--- config.mk ---
export PLATFORM = sky130hd
export DESIGN_NAME = adder_share_ctrl
export DESIGN_NICKNAME = d
export VERILOG_FILES = /design/src/rtl/adder_share_ctrl.sv
export SDC_FILE = /design/constraint.sdc
export NUM_CORES = 1
export LEC_CHECK = 0
export ABC_CLOCK_PERIOD_IN_PS = 2000
export CORE_MARGIN = 2
export CORE_UTILIZATION = 38
export CTS_CLUSTER_DIAMETER = 60
export DETAILED_ROUTE_END_ITERATION = 10
export PLACE_DENSITY_LB_ADDON = 0.12
export SYNTH_ARGS = -nofsm -noshare
export SYNTH_HDL_FRONTEND = slang
export SYNTH_SLANG_ARGS = --single-unit
--- constraint.sdc ---
create_clock -name clk -period 2 [get_ports clk]
set_clock_uncertainty 0.1 [all_clocks]
set_input_delay 0.2 -clock clk [delete_from_list [all_inputs] [get_ports clk]]
set_output_delay 0.2 -clock clk [all_outputs]
set_load 0.05 [all_outputs]
--- src/rtl/adder_share_ctrl.sv ---
// Byte-serial wide adder sequencer: round-robin picks one requester, then streams
// its operands LSB-first through one shared registered 8-bit adder, chaining carry.
module adder_share_ctrl #(
  parameter int NREQ   = 4,
  parameter int NBYTES = 4,
  localparam int W     = 8*NBYTES
) (
  input  logic                 clk,
  input  logic                 rst_n,
  input  logic [NREQ-1:0]      req,
  input  logic [NREQ*W-1:0]    op_a,
  input  logic [NREQ*W-1:0]    op_b,
  input  logic [NREQ-1:0]      op_cin,
  output logic [NREQ-1:0]      gnt,
  output logic                 busy,
  output logic                 done,
  output logic [2:0]           done_id,
  output logic [W-1:0]         result,
  output logic                 cout,
  output logic [7:0]           add_a,
  output logic [7:0]           add_b,
  output logic                 add_cin,
  input  logic [7:0]           add_sum,
  input  logic                 add_cout
);

  localparam int PW = (NREQ > 1) ? $clog2(NREQ) : 1;
  localparam int IW = (NBYTES > 1) ? $clog2(NBYTES) : 1;

  typedef enum logic [1:0] {IDLE, ISSUE, CAPT, DONE} state_t;

  state_t                  r_state, w_nxt;
  logic [PW-1:0]           r_ptr, r_own, w_sel;
  logic                    w_sel_vld;
  logic [IW-1:0]           r_idx;
  logic                    r_carry, r_cout;
  logic [NBYTES-1:0][7:0]  r_a, r_b, r_res;
  logic [2:0]              r_done_id;
  logic [NREQ-1:0][W-1:0]  w_opa, w_opb;
  logic                    w_last;

  assign w_opa  = op_a;
  assign w_opb  = op_b;
  assign w_last = (r_idx == IW'(NBYTES-1));

  assign result  = r_res;
  assign cout    = r_cout;
  assign done_id = r_done_id;

  // Descending scan so the nearest requester after the pointer wins.
  always_comb begin : p_arb
    logic [PW-1:0] j;
    w_sel_vld = 1'b0;
    w_sel     = r_ptr;
    j         = '0;
    for (int k = NREQ; k >= 1; k--) begin
      j = PW'((int'(r_ptr) + k) % NREQ);
      if (req[j]) begin
        w_sel_vld = 1'b1;
        w_sel     = j;
      end
    end
  end

  always_ff @(posedge clk or negedge rst_n) begin
    if (!rst_n) r_state <= IDLE;
    else        r_state <= w_nxt;
  end

  always_comb begin
    w_nxt   = r_state;
    gnt     = '0;
    add_a   = '0;
    add_b   = '0;
    add_cin = 1'b0;
    busy    = (r_state != IDLE);
    done    = (r_state == DONE);
    case (r_state)
      IDLE:  if (w_sel_vld) w_nxt = ISSUE;
      ISSUE: begin
        add_a   = r_a[r_idx];
        add_b   = r_b[r_idx];
        add_cin = r_carry;
        if (r_idx == '0) gnt[r_own] = 1'b1;
        w_nxt   = CAPT;
      end
      CAPT:  w_nxt = w_last ? DONE : ISSUE;
      DONE:  w_nxt = IDLE;
      default: w_nxt = IDLE;
    endcase
  end

  always_ff @(posedge clk or negedge rst_n) begin
    if (!rst_n) begin
      r_ptr     <= PW'(NREQ-1);
      r_own     <= '0;
      r_idx     <= '0;
      r_carry   <= 1'b0;
      r_cout    <= 1'b0;
      r_a       <= '0;
      r_b       <= '0;
      r_res     <= '0;
      r_done_id <= '0;
    end else begin
      case (r_state)
        IDLE: if (w_sel_vld) begin
          r_a     <= w_opa[w_sel];
          r_b     <= w_opb[w_sel];
          r_carry <= op_cin[w_sel];
          r_own   <= w_sel;
          r_ptr   <= w_sel;
          r_idx   <= '0;
        end
        // Adder output here belongs to the byte issued in the previous cycle.
        CAPT: begin
          r_res[r_idx] <= add_sum;
          r_carry      <= add_cout;
          if (w_last) begin
            r_cout    <= add_cout;
            r_done_id <= 3'(r_own);
          end else begin
            r_idx <= r_idx + 1'b1;
          end
        end
        default: ;
      endcase
    end
  end

endmodule

# Yosys cells after proc, flatten, opt, wreduce, memory -nomap -nowiden
# Cells that the tools add are included.
word_totals:
  rom_bits: 0
  ram_bits: 0
  latchBits: 0
  word_cells: 93
  memories: 0
  inputBits: 275
  reg_bits: 108
classes:
  magnitude_cmp: 9
  eq_ne: 6
  n_mux: 44
  n_shift: 0
  n_bitwise: 0
  reduce_logical: 10
  mul: 0
  addsub: 5
  div_mod_pow: 0
op_table:
  columns: ["op", "n"]
  rows:
  - ["binary-select mux 32 bit (select 2 bit)", 2]
  - ["2-to-1 mux 32 bit", 2]
  - ["2-to-1 mux 8 bit", 5]
  - ["binary-select mux 8 bit (select 2 bit)", 2]
  - ["bitwise mux 32 bit", 1]
  - ["< comparator 2 x 3 -> 1 bit (second input constant)", 7]
  - ["demux 8 bit (select 2 bit)", 1]
  - ["2-to-1 mux 2 bit", 8]
  - ["2-to-1 mux 1 bit", 12]
  - ["binary-select mux 1 bit (select 2 bit)", 5]
  - ["2-to-1 mux 4 bit", 2]
  - ["case mux 2 bit (4 select lines)", 1]
  - ["adder 2 x 1 -> 2 bit (second input constant)", 3]
  - ["equality test 2 bit (second input constant)", 3]
  - ["AND reduction 2 bit", 3]
  - ["adder 2 bit (second input constant)", 2]
  - [">= comparator 2 x 1 -> 1 bit (second input constant)", 2]
  - ["logical NOT 2 bit", 2]
  - ["inequality test 2 bit (second input constant)", 2]
  - ["case mux 2 bit (2 select lines)", 1]
  - ["nonzero test 2 bit", 2]
  - ["AND reduction 3 bit", 1]
  - ["demux 1 bit (select 2 bit)", 1]
  - ["equality test 2 x 1 -> 1 bit (second input constant)", 1]
  - ["2 further kinds", 3]

# Depth between registers and ports, before layout
logic_depth:
  depth_word: 11
  depth_mapped: 7
  ltp_nobuf: 5

# Worst setup path after synthesis
# Ideal clock, no wire load.
synth_path:
  kind: "flip-flop to output port"
  startpoint: "register r_idx[1]"
  endpoint: "output port gnt[1]"
  path_stages_with_launch: 7
  setup_slack_ns: -0.653
  arrival_ns: 2.353
  path_cell_list: "dfrtp_1 > clkbuf_1 > buf_1 > inv_1 > ha_1 > nand2_1 > nor3b_1"
synth_between:
  elab_chain_len: 3
synth_rtl:
  columns: ["item", "line", "source"]
  rows:
  - ["start: declaration", "35", "logic [IW-1:0] r_idx;"]
  - ["start signal: assignment", "122", "r_idx <= r_idx + 1'b1;"]
  - ["logical NOT 2 bit", "84", "if (r_idx == '0) gnt[r_own] = 1'b1;"]
  - ["2-to-1 mux 4 bit", "84", null]
  - ["2-to-1 mux 4 bit", "78", "case (r_state)"]
  - ["end: declaration", "14", "output logic [NREQ-1:0] gnt,"]
# No other way between the ends.

# Final worst setup path
layout_path:
  startpoint: "register r_ptr[0]"
  endpoint: "register r_a[8] (netlist name)"
layout_between:
  elab_chain_len: 9
layout_rtl:
  columns: ["item", "line", "source"]
  rows:
  - ["start: declaration", "33", "logic [PW-1:0] r_ptr, r_own, w_sel;"]
  - ["start signal: assignment", "95", "r_ptr <= PW'(NREQ-1);"]
  - ["start signal: assignment", "111", "r_ptr <= w_sel;"]
  - ["adder 2 x 1 -> 2 bit", "57", "j = PW'((int'(r_ptr) + k) % NREQ);"]
  - ["binary-select mux 1 bit (select 2 bit)", "58", "if (req[j]) begin"]
  - ["2-to-1 mux 1 bit (implied by the code)", "58", null]
  - ["2-to-1 mux 2 bit (4 in a row)", "58", null]
  - ["binary-select mux 32 bit (select 2 bit)", "107", "r_a <= w_opa[w_sel];"]
  - ["2-to-1 mux 32 bit (implied by the code)", "107", null]
  - ["end signal: assignment", "107", null]
  - ["end: declaration", "37", "logic [NBYTES-1:0][7:0] r_a, r_b, r_res;"]
# Parallel ways exist; a longest one is shown, timed or not. The select of a mux whose other input is x is not followed.
# A chain may end at the register's enable or synchronous reset.

==> run_results.csv <==
group,metric,value,unit
synthesis,synth_cells,712,
timing,final_hold_viol_count,0,
setup_path,start_kind,"flop",
timing,rsz0062_at_grt,"true",
synthesis,synthTopCellsByArea,"dfrtp_1 37%, mux2i_1 8.9%, a211o_1 7.8%, o31ai_1 6.8%, o211ai_1 6.7%",
drt,postRouteAntennaNets,0,
setup_path,cpPeakStageDelay,0.56,ns
synthesis,yosys_most_used_dff,"dfrtp_1",
synthesis,synthesis.area,7160,um^2
synthesis,synth_warnings,0,
floorplanning,start_util,38.6,%
clock_network,cts_max_level,3,
power,total_power,17.5,mW
synthesis,synth-adder-area-share,0.699,%
run_status,status,"finished with violations",
synthesis,synthArstFlopShare,100,%
global_routing,grt_max_degree,54,
floorplanning,dieHeight,141,um
floorplanning,rows,50,
drt,drtIter0Drc,682,
setup_path,cp_slowest_cell,"dfstp_2",
synthesis,netlist.area_leader.share,37.0,%
synthesis,yosys.area.top_type,"dfrtp_1",
power,ir_drop,0.000624,V
global_routing,antenna_found_initial,0,
setup_path,crit_path_max_fanout,7,
synthesis,yosysUniqueCellTypes,41,
setup_path,criticalPathCategory,"flop to flop",
clock_network,cts_tree,"yes",
global_routing,track_usage,27.5,%
setup_path,worstPathRequired,2.17,ns
clock_network,clkLatencyLatePin,0.36,ns
place,gp_congestion,0.830,
timing,worst_slack,-0.111,ns
timing,fmax,474,MHz
floorplanning,fp.dieW,141,um
drt,via_count,7787,
cells_and_area,num_antenna_cells,0,
timing,fin_crit_sh,106,%
cells_and_area,syn2layout_area_growth,75.6,%
cells_and_area,nets,1351,
global_routing,grt_overflow,0,
run_status,violations,"negative setup slack",
synthesis,synth_top_family_by_area,"compound AO/OA/AOI/OAI gates",
timing,worst_slew_pin_slew,0.626,ns
synthesis,syn_nets,991,
synthesis,synthMuxAreaShare,19.5,%
timing,fin_crit,2.11,ns
timing,setup_violations,81,
synthesis,synth.avg_cell_area,10.1,um^2
place,dp.cells,1261,
synthesis,synth_edf_count,0,
setup_path,r2r-end,"r_a[8]",
place,place.port_buffers,332,
clock_network,clockBufferDepth,2,
timing,fin_tns_setup,-4.58,ns
cells_and_area,instances_no_fill,1311,
setup_path,cp_cell_sequence,"nand2b_4, nor2_4, buf_4, nor3_4, buf_6, nand2_8, clkbuf_16, o211ai_1",
power,p_per_area,1390,nW/um^2
clock_network,cts.clk_slew.worst_paths,0.08,ns
floorplanning,die-area,20000,um^2
global_routing,grt_pass1_vias,7655,
drt,drcViolationCount,0,
clock_network,cts_sinks,108,
synthesis,synth-xor-area-share,0,%
synthesis,ys_seq_area_share,37.8,%
setup_path,r2r-start,"r_ptr[0]",
clock_network,numCtsBuffers,9,
floorplanning,core-area,18600,um^2
cells_and_area,final_util,67.7,%
clock_network,cts_root_buf,"clkbuf_16",
setup_path,r2r_slack,-0.11,ns
place,hpwl,19800,um
timing,slew_viol_final,0,
setup_path,critPathCaptureType,"flop",
setup_path,reg2reg_depth,8,
timing,slew_headroom,58.3,%
global_routing,grt_pass1_wl,42600,um
cells_and_area,drive_above_1_share,23.5,%
flow_run,drv_cap,0,
power,power.leakage,5.13,nW
setup_path,crit_arrival,2.29,ns
synthesis,synth_simple_gate_area_share,13.4,%
drt,avgRoutedWirePerCell,23.2,um
floorplanning,io_pins,334,
drt,first_pass_iters,8,
hold_path,hold_class,"input pin to async pin",
synthesis,synth_seq_cells,108,
drt,via_per_inst,5.94,
drt,drt-total-wl,30400,um
synthesis,synth-compound-area-share,22.8,%
## per-stage QoR
stage          worst slack (ns)  hold WS (ns)  area, um^2
2_1_floorplan           0.00716        -0.196        7210
3_3_place_gp             -0.286         0.152       11200
3_5_place_dp             -0.318         0.158       11200
4_1_cts                  -0.153         0.322       12000
5_1_grt                  -0.195         0.340       12600
6_report                 -0.111         0.293       12600
## registers in the layout, indices dropped and copies added (netlist names)
signal / count
r_a: 32
r_b: 32
result: 32
done_id: 2
r_idx: 2
r_own: 2
r_ptr: 2
r_state: 2
cout: 1
r_carry: 1
## worst max-delay path by stage
stage,startpoint,endpoint,slack [ns],depth (start not counted)
3_3_place_gp,req[2],r_b[26],-0.29,8
2_1_floorplan,r_idx[0],add_a[0],0.007,4
6_report,r_ptr[0],r_a[8],-0.11,8
3_5_place_dp,req[2],r_a[15],-0.32,8
4_1_cts,r_idx[0],add_a[2],-0.15,4
5_1_grt,r_ptr[0],r_a[20],-0.19,8
## final cells by class
class / count / area [um^2]
Fill cell: 1460 / 6000
Timing Repair Buffer: 434 / 4880
Multi-Input combinational cell: 515 / 4390
Sequential cell: 108 / 2710
Tap cell: 234 / 293
Clock buffer: 9 / 225
Clock inverter: 7 / 66.3
Inverter: 4 / 17.5
## routing by layer
metal / up-vias / part of all wire [%] / track usage (%) / routed length, um
met5: - / 0 / 0 / 0
met1: 3814 / 41 / 37.2 / 12400
li1: 3505 / - / - / -
met3: 54 / 7.6 / 4.35 / 2330
met4: 0 / 2.6 / 8.32 / 791
met2: 414 / 49 / 45.6 / 14900
## logic make-up after synthesis
| logic type | count (synthesis) |
|---|---|
| DFF | 108 |
| other | 1 |
| muxes | 115 |
| AOI/OAI and AO/OA | 209 |
| buffers and inverters | 90 |
| and+or+nand+nor | 185 |
| adders and majority gates | 4 |
## worst max-delay path, delay by kind of cell (launching register included)
family                 cells  cell delay, ns
AO/OA/AOI/OAI              1            0.19
buffers and inverters      3            0.57
AND/OR/NAND/NOR            4            0.59
flip-flops                 1            0.56
## cell usage in the layout (no fill, tap or decap), drive strengths merged, types with 2 or more instances in the layout
master	count
a211o	64
a211oi	2
a21oi	6
and2	18
buf	112
clkbuf	21
clkdlybuf4s50	308
dfrtp	106
dfstp	2
ha	4
inv	9
mux2	35
mux2i	64
mux4	16
nand2	78
nand2b	5
nand3	2
nand4	64
nor2	5
nor2b	2
nor3	3
nor3b	2
o211ai	64
o21ai	2
o31a	2
o31ai	65
or2	4
## power breakdown
part | switching, mW | internal (mW) | total (mW)
clock | 0.938 | 0.886 | 1.82
combinational | 6.00 | 5.63 | 11.6
sequential | 0.768 | 3.29 | 4.06
## synth_stat cells (3+ instances only)
master and n:
buf_2 35, nand4_1 64, a21oi_1 6, a211o_1 64, o211ai_1 64, nand2b_1 5, clkbuf_1 42, ha_1 4
buf_6 3, dfrtp_1 106, inv_1 4, or2_1 3, mux2i_1 64, buf_1 4, mux2_2 35, o31ai_1 65
and2_1 18, nor2_1 4, nand2_1 77, mux4_2 16
## repair_timing
| item | CTS | global route |
|---|---|---|
| pin swaps | 23 | 53 |
| hold buffers | 1 | 0 |
| endpoints found under the setup margin | 82 | 85 |
| setup buffers | 9 | 8 |
| gates cloned | 3 | 16 |
| gates resized for setup | 90 | 55 |
| endpoints found under the hold margin | 38 | 0 |
Power figures use the tool's default switching activity.
